## config.mk

```make
export PLATFORM = sky130hd
export DESIGN_NAME = mem_port_arbiter
export DESIGN_NICKNAME = d
export VERILOG_FILES = /design/src/rtl/mem_port_arbiter.sv
export SDC_FILE = /design/constraint.sdc
export NUM_CORES = 1
export LEC_CHECK = 0
export CAP_MARGIN = 30
export CORE_MARGIN = 10
export CORE_UTILIZATION = 60
export CTS_CLUSTER_DIAMETER = 200
export CTS_CLUSTER_SIZE = 14
export DETAILED_ROUTE_END_ITERATION = 16
export DONT_BUFFER_PORTS = 1
export PLACE_DENSITY = 0.74
export SYNTH_ARGS = -nofsm -noshare
export SYNTH_HDL_FRONTEND = slang
export SYNTH_SLANG_ARGS = --single-unit
```

## constraint.sdc

```tcl
create_clock -name clk -period 2.25 [get_ports clk]
set_input_delay 0.45 -clock clk [delete_from_list [all_inputs] [get_ports clk]]
set_output_delay 0.45 -clock clk [all_outputs]
set_load 0.02 [all_outputs]
```

## src/rtl/mem_port_arbiter.sv

```systemverilog
// Shares one single-port memory bus between the fetch and memory-stage ports.
// One bus transaction in flight at a time; data wins unless the streak cap hits.
module mem_port_arbiter #(
  parameter int ADDR_W       = 32,
  parameter int DATA_W       = 32,
  parameter int MAX_D_STREAK = 4
) (
  input  logic                clk,
  input  logic                reset,
  input  logic                i_req,
  input  logic [ADDR_W-1:0]   i_addr,
  output logic [DATA_W-1:0]   i_rdata,
  output logic                i_done,
  input  logic                d_req,
  input  logic                d_we,
  input  logic [DATA_W/8-1:0] d_be,
  input  logic [ADDR_W-1:0]   d_addr,
  input  logic [DATA_W-1:0]   d_wdata,
  output logic [DATA_W-1:0]   d_rdata,
  output logic                d_done,
  output logic                F_stall,
  output logic                M_stall,
  output logic                mem_valid,
  input  logic                mem_ready,
  output logic                mem_we,
  output logic [DATA_W/8-1:0] mem_be,
  output logic [ADDR_W-1:0]   mem_addr,
  output logic [DATA_W-1:0]   mem_wdata,
  input  logic                mem_rsp_valid,
  input  logic [DATA_W-1:0]   mem_rdata,
  output logic                busy
);

  localparam int SW =
    (MAX_D_STREAK > 0) ? $clog2(MAX_D_STREAK + 1) : 1;
  localparam logic [SW-1:0] SMAX = SW'(MAX_D_STREAK);
  localparam bit CAPPED = (MAX_D_STREAK != 0);

  typedef enum logic [1:0] {
    IDLE = 2'd0,
    REQ  = 2'd1,
    RSP  = 2'd2
  } state_t;

  state_t        state, state_nx;
  logic [SW-1:0] streak, streak_nx;
  logic          sel_d;
  logic          grant, grant_d;
  logic          accept, complete;
  logic          i_elig, d_elig;

  // A port in its done cycle still has req high but is already served
  assign i_elig  = i_req & ~i_done;
  assign d_elig  = d_req & ~d_done;
  assign F_stall = i_req & ~i_done;
  assign M_stall = d_req & ~d_done;
  assign busy    = (state != IDLE);

  always_comb begin
    state_nx  = state;
    streak_nx = streak;
    grant     = 1'b0;
    grant_d   = 1'b0;
    accept    = 1'b0;
    complete  = 1'b0;
    unique case (state)
      IDLE: begin
        if (i_elig || d_elig) begin
          grant    = 1'b1;
          grant_d  = d_elig &
                     ~(i_elig & CAPPED & (streak == SMAX));
          state_nx = REQ;
          if (grant_d && i_req)
            streak_nx = (streak == SMAX) ?
                        streak : streak + SW'(1);
          else
            streak_nx = '0;
        end
      end
      REQ: begin
        if (mem_ready) begin
          accept = 1'b1;
          if (mem_rsp_valid) begin
            complete = 1'b1;
            state_nx = IDLE;
          end else begin
            state_nx = RSP;
          end
        end
      end
      RSP: begin
        if (mem_rsp_valid) begin
          complete = 1'b1;
          state_nx = IDLE;
        end
      end
      default: state_nx = IDLE;
    endcase
  end

  always_ff @(posedge clk or negedge reset) begin
    if (!reset) begin
      state     <= IDLE;
      streak    <= '0;
      sel_d     <= 1'b0;
      mem_valid <= 1'b0;
      mem_we    <= 1'b0;
      mem_be    <= '0;
      mem_addr  <= '0;
      mem_wdata <= '0;
      i_rdata   <= '0;
      d_rdata   <= '0;
      i_done    <= 1'b0;
      d_done    <= 1'b0;
    end else begin
      state  <= state_nx;
      streak <= streak_nx;
      i_done <= 1'b0;
      d_done <= 1'b0;
      if (grant) begin
        sel_d     <= grant_d;
        mem_valid <= 1'b1;
        mem_we    <= grant_d & d_we;
        mem_be    <= grant_d ? d_be : '1;
        mem_addr  <= grant_d ? d_addr : i_addr;
        mem_wdata <= grant_d ? d_wdata : '0;
      end
      if (accept)
        mem_valid <= 1'b0;
      if (complete) begin
        if (sel_d) begin
          d_done <= 1'b1;
          if (!mem_we)
            d_rdata <= mem_rdata;
        end else begin
          i_done  <= 1'b1;
          i_rdata <= mem_rdata;
        end
      end
    end
  end

endmodule
```

==> summary.txt, run 1 <==
GRT
  • Number of global-route vias before repair: 3717
  • Grt ovf: 0
  • First-pass GRT wire length: 21800 um
  • Global Route Usage Sum: 21.4%
  • Initial antenna violation count: 0
  • Pin count of the biggest net entering global routing: 143

Drt
  • Antenna Nets Post-Route: 0
  • Vias/cell: 6.28
  • Vias post-DR: 3396
  • Post-Route WL: 15000 um
  • Drt first pass iters: 4
  • Initial DRC Count: 253
  • Wire length per cell: 27.7 um
  • Remaining routing DRC violations: 0

Status
  • Failing checks: hold timing
  • Outcome: finished with violations

Synth
  • Yosys reg bits: 142
  • Cells after synthesis: 415
  • Synth Net Count: 560
  • Synth Area per Inst: 13.6 um^2
  • Post-synthesis cell area: 5640 um^2
  • Sequential area share after synthesis: 63.0%
  • Netlist cell types: 33
  • Yosys warning count: 0

Pwr
  • PD cells: 1780 nW/um^2
  • Worst VDD drop: 1050 uV
  • Leak: 0.00285 uW

Clock network
  • CTS H-Tree Depth: 4
  • Num CTS Buffers: 17
  • Clock latency on the worst-skew pair: 0.52 ns
  • Clock transition at the registers of the reported paths: 0.06 ns
  • Clk sinks: 142
  • Post-CTS setup buffers: 0
  • Max clock buf depth: 2
  • Post-CTS Hold Fix Bufs: 1
  • CTS root buffer: clkbuf_8
  • CTS tree: built

Critical path
  • CP Class: register to output port
  • Worst R2R Setup Slack: 0.27 ns
  • Critical Path RT: 1.80 ns
  • Element type at the critical path end: output port
  • Critical Path AT: 1.59 ns
  • Setup crit start kind: register
  • Crit Path Max Fanout: 5

Placed design
  • GP Congestion: 0.792
  • # port buffers: 0
  • DP HPWL: 11300 um
  • Post-DP Area: 5680 um^2

Layout
  • Synth-to-layout area growth: 12.4%
  • Post-route cell area: 6330 um^2
  • # diodes: 0
  • Filler instances: 629
  • Register area: 3550 um^2
  • Nets: 562
  • Footprint of the multi-input gates: 1850 um^2
  • Proportion of layout cells with a drive suffix above 1: 23.5%

Floorplanning
  • Initial core utilization: 61.3%
  • Rows: 35
  • Ports: 278
  • Core Area: 9200 um^2
  • DIE HEIGHT: 117 um
  • DIE WIDTH: 117 um
  • Die Area: 13700 um^2

Hold path
  • Worst hold-check path type: primary input to async pin

STA
  • Hold Slack: -0.379 ns
  • Worst Tran Pin Value: 0.400 ns
  • Max Freq: 489 MHz
  • Final hold viol count: 142
  • Final setup fails: 0
  • RSZ-0062 raised after global routing: false
  • Setup_tns: 0 ns
  • Slew margin rel.: 73.3%
  • Max-slew violations: 0
  • Final critical-path required period: 2.04 ns
  • Clock skew: 0.00916 ns
  • Tcrit/Tclk final: 90.8%

Run
  • Maxcap violations: 0
what timing repair did:
item,in CTS,in global routing
endpoints found under the hold margin,143,142
gates resized for setup,0,1
endpoints found under the setup margin,0,2
critical path, cell delays in order, from the launching register on:
cell     delay (ns)
dfrtp_1        0.50
nor2b_1        0.34
buf_4          0.23
metrics by stage:
step	power (uW)	setup slack (ns)	instances	utilization (%)
floorplan	7660	0.453	415	-
global placement	8260	0.363	508	61.8
detailed placement	8430	0.242	508	61.8
CTS	11400	0.172	541	68.8
global route	11900	0.139	541	68.9
finish	11300	0.207	541	68.9
kinds of logic (layout without fill, tap and decap cells):
kind of cell / count (synthesis) / count (layout) / synth area share [%]
fa+ha+maj: 6 / 6 / 1.33
mux: 66 / 66 / 13.2
compound gates: 117 / 117 / 14.2
simple gates: 48 / 48 / 4.08
buf+inv: 36 / 51 / 4.17
flops: 142 / 142 / 63.0
sequential cells by signal (all words and copies together), names as in the netlist:
register,flops
mem_be,4
state,2
d_rdata,32
mem_valid,1
mem_addr,32
mem_we,1
streak,3
sel_d,1
mem_wdata,32
d_done,1
i_done,1
i_rdata,32
final cells by class:
| type | instances | share of cell area (%) |
|---|---|---|
| clock inverter | 12 | 2.86 |
| sequential | 142 | 56.1 |
| tap | 111 | 2.19 |
| timing repair buffer | 11 | 1.94 |
| clock buffer | 20 | 7.19 |
| multi-input combinational | 237 | 29.3 |
| inverter | 8 | 0.474 |
power by group:
group          total, uW  internal (uW)  switching, uW
logic               2280           1130           1140
clock network       2940           1890           1040
registers           6070           3710           2370
total              11300           6740           4550
per-layer routing:
| metal | vias to the layer above | part of all wire, % | track usage [%] |
|---|---|---|---|
| met5 | - | 0 | 0 |
| li1 | 1512 | - | - |
| met4 | 0 | 1.6 | 8.15 |
| met1 | 1680 | 32 | 21.6 |
| met3 | 16 | 14 | 12.2 |
| met2 | 188 | 52 | 36.1 |
cells in the mapped netlist, drive strengths merged:
cell / count / area share (%)
mux2: 66 / 13
ha: 6 / 1.3
a21o: 2 / 0.27
nor4b: 1 / 0.16
nand2: 34 / 2.3
nand3: 3 / 0.36
o21ai: 37 / 3.5
clkbuf: 4 / 0.27
nor3: 1 / 0.29
dfrtp: 142 / 63
and3: 1 / 0.11
nor2: 4 / 0.40
buf: 24 / 3.4
inv: 8 / 0.53
o32ai: 1 / 0.16
o22a: 4 / 0.62
o22ai: 32 / 3.6
nor3b: 1 / 0.13
a21oi: 3 / 0.27
o21a: 1 / 0.13
o31ai: 1 / 0.13
a22o: 35 / 5.4
nand4b: 1 / 0.16
a211oi: 1 / 0.13
nor2b: 2 / 0.22
path summary, 6_finish.rpt:
check                         startpoint       endpoint  cells past startpoint
setup / recovery                  i_done        F_stall                      2
hold / removal                     reset  mem_wdata[15]                      0
setup reg to reg                state[1]     i_rdata[0]                      7
hold reg to reg                 state[0]       state[0]                      1
max in group asynchronous          reset    i_rdata[13]                      0
min in group clk           mem_rdata[10]    i_rdata[10]                      1
placed cells by master (no fill, tap or decap), types with 4 or more instances in the layout:
cell        netlist  routed
dfrtp_1         142     142
mux2_2           54      54
a22o_1           35      35
nand2_1          34      34
o22ai_1          32      32
o21ai_0          29      29
clkbuf_16         0      16
mux2_1           12      12
inv_1             8       8
o21ai_1           7       7
buf_4             9       7
ha_1              6       6
o22a_1            4       4
clkbuf_8          0       4
bufinv_16         0       4
clkinvlp_4        0       4
Power figures use the tool's default switching activity.
==> inputs of run 2 (changes only) <==
--- a/config.mk
+++ b/config.mk
@@ -6,13 +6,15 @@
 export NUM_CORES = 1
 export LEC_CHECK = 0
 export CAP_MARGIN = 30
-export CORE_MARGIN = 10
-export CORE_UTILIZATION = 60
+export CELL_PAD_IN_SITES_DETAIL_PLACEMENT = 0
+export CELL_PAD_IN_SITES_GLOBAL_PLACEMENT = 1
+export CORE_UTILIZATION = 48
 export CTS_CLUSTER_DIAMETER = 200
 export CTS_CLUSTER_SIZE = 14
 export DETAILED_ROUTE_END_ITERATION = 16
 export DONT_BUFFER_PORTS = 1
-export PLACE_DENSITY = 0.74
+export PLACE_DENSITY = 0.77
+export SLEW_MARGIN = 20
 export SYNTH_ARGS = -nofsm -noshare
 export SYNTH_HDL_FRONTEND = slang
 export SYNTH_SLANG_ARGS = --single-unit
==> summary.txt, run 2 (synthesis results as in run 1) <==
Layout
  • Most common cell after layout, fill and taps aside: dfrtp_1
  • Post-route cell area: 6330 um^2 (about the same)
  • # diodes: 0 (unchanged)
  • Synth-to-layout area growth: 12.3% (about the same)
  • Proportion of layout cells with a drive suffix above 1: 23.0% (-0.54 points)
  • Nets: 559 (-0.53%)
  • Footprint of the multi-input gates: 1850 um^2 (-0.20%)
  • Commonest cells after routing, fill and taps aside: dfrtp_1, mux2_2, a22o_1
  • Core Util, Final: 55.4% (-13 points)
  • Filler instances: 980 (+56%)
  • Register area: 3550 um^2 (unchanged)

Clock network
  • CTS root buffer: clkbuf_16
  • CTS H-Tree Depth: 4 (unchanged)
  • Clk sinks: 142 (unchanged)
  • Clock latency on the worst-skew pair: 0.41 ns (-0.11 ns)
  • Max clock buf depth: 2 (unchanged)
  • Num CTS Buffers: 17 (unchanged)
  • Post-CTS setup buffers: 0 (unchanged)
  • Clock transition at the registers of the reported paths: 0.06 ns (about the same)
  • CTS tree: built

Floorplanning
  • Rows: 39 (+11%)
  • DIE WIDTH: 110 um (-5.6%)
  • Initial core utilization: 49.4% (-12 points)
  • DIE HEIGHT: 110 um (-5.6%)
  • Core Area: 11400 um^2 (+24%)
  • Ports: 278 (unchanged)
  • Die Area: 12200 um^2 (-11%)

Pwr
  • Leak: 0.00284 uW (-0.39%)
  • Power share of the combinational group: 20.0% (-0.2 points)
  • Sequential Power Share: 54.1% (+0.3 points)
  • PD cells: 1750 nW/um^2 (-1.9%)
  • Sw Ratio: 39.7% (-0.66 points)
  • Int Pwr: 6670 uW (-0.91%)
  • Switch Pwr: 4390 uW (-3.6%)
  • Clock network power share: 25.9% (about the same)
  • Worst VDD drop: 1030 uV (-1.9%)

Placed design
  • GP Congestion: 0.748 (-5.6%)
  • Post-DP Area: 5710 um^2 (+0.44%)
  • # port buffers: 0 (unchanged)
  • DP HPWL: 8580 um (-24%)

Critical path
  • Worst R2R Setup Slack: 0.24 ns (-0.03 ns)
  • CP Class: register to output port
  • Setup crit start kind: register
  • Crit Path Max Fanout: 5 (unchanged)
  • Critical Path RT: 1.80 ns (about the same)
  • Element type at the critical path end: output port
  • Reg2reg start: state[1]
  • Worst Reg-to-Reg Cells: 6 (-1)
  • R2r endpoint: state[0]
  • Critical Path AT: 1.60 ns (about the same)

Drt
  • Vias/cell: 5.90 (-6.0%)
  • Wire length per cell: 22.0 um (-21%)
  • Drt first pass iters: 4 (unchanged)
  • Remaining routing DRC violations: 0 (unchanged)
  • Vias post-DR: 3365 (-0.91%)
  • Antenna Nets Post-Route: 0 (unchanged)
  • Initial DRC Count: 170 (-33%)
  • Post-Route WL: 12600 um (-16%)

Hold path
  • Worst hold-check path type: primary input to async pin

GRT
  • First-pass GRT wire length: 17700 um (-19%)
  • Initial antenna violation count: 0 (unchanged)
  • Number of global-route vias before repair: 3417 (-8.1%)
  • Grt ovf: 0 (unchanged)
  • Pin count of the biggest net entering global routing: 143 (unchanged)
  • Global Route Usage Sum: 20.3% (-1.1 points)

STA
  • Max-slew violations: 0 (unchanged)
  • Setup_tns: 0 ns (unchanged)
  • RSZ-0062 raised after global routing: false
  • Final hold viol count: 142 (unchanged)
  • Worst Tran Pin Value: 0.515 ns (+0.115 ns)
  • Max Freq: 487 MHz (-0.52%)
  • Final setup fails: 0 (unchanged)
  • Hold Slack: -0.266 ns (+0.112 ns)
  • Final critical-path required period: 2.05 ns (+0.0106 ns)
  • Slew margin rel.: 65.6% (-7.7 points)
  • Clock skew: 0.00944 ns (+0.000280 ns)
  • Tcrit/Tclk final: 91.3% (+0.47 points)

Status
  • Failing checks: hold timing
  • Outcome: finished with violations

Run
  • Maxcap violations: 0 (unchanged)
run 2: worst max-delay path by stage:
stage	cells after the start	slack, ns	startpoint	to
after global placement	7	0.31	streak[0]	mem_addr[13]
after detailed placement	6	0.20	state[1]	mem_addr[13]
after CTS	2	0.19	i_done	F_stall
final	2	0.20	i_done	F_stall
after global routing	6	0.08	state[1]	state[0]
after floorplan	7	0.45	state[1]	d_rdata[11]
run 2: critical path, stage by stage (launching register included):
cell and delay (ns):
dfrtp_1 0.49, nor2b_1 0.47, buf_4 0.24
run 2: per-stage QoR:
stage	instances	hold WS (ns)	setup WS, ns	total power, uW
floorplan	415	0.154	0.453	7660
global placement	538	0.158	0.306	8110
detailed placement	538	0.157	0.195	8260
CTS	570	-0.291	0.191	11200
global route	570	-0.300	0.0797	11700
finish	570	-0.266	0.196	11100
run 2: layout make-up:
cell class,instances,area share [%]
Clock buffer,22,7.65
Timing Repair Buffer,8,1.60
Inverter,8,0.474
Sequential cell,142,56.1
Tap cell,143,2.83
Multi-Input combinational cell,237,29.2
Clock inverter,10,2.11
run 2: power groups by stage:
stage	sequential, uW	clock (uW)	combinational (uW)
final	5980	2860	2220
after global routing	6150	3030	2500
after CTS	6010	2930	2250
after detailed placement	6030	0	2240
after global placement	6000	0	2110
after floorplan	5690	0	1970
run 2: per-layer routing:
layer	GRT usage (%)	up-vias	part of all wire [%]
li1	-	1521	-
met1	21.4	1653	35
met4	9.77	0	1.5
met2	34.0	176	53
met3	9.64	15	11
met5	0	-	0
run 2: what timing repair did:
action / 4_1_cts / 5_1_grt
endpoints found under the setup margin: 0 / 1
resized for setup: 0 / 1
endpoints found under the hold margin: 142 / 142
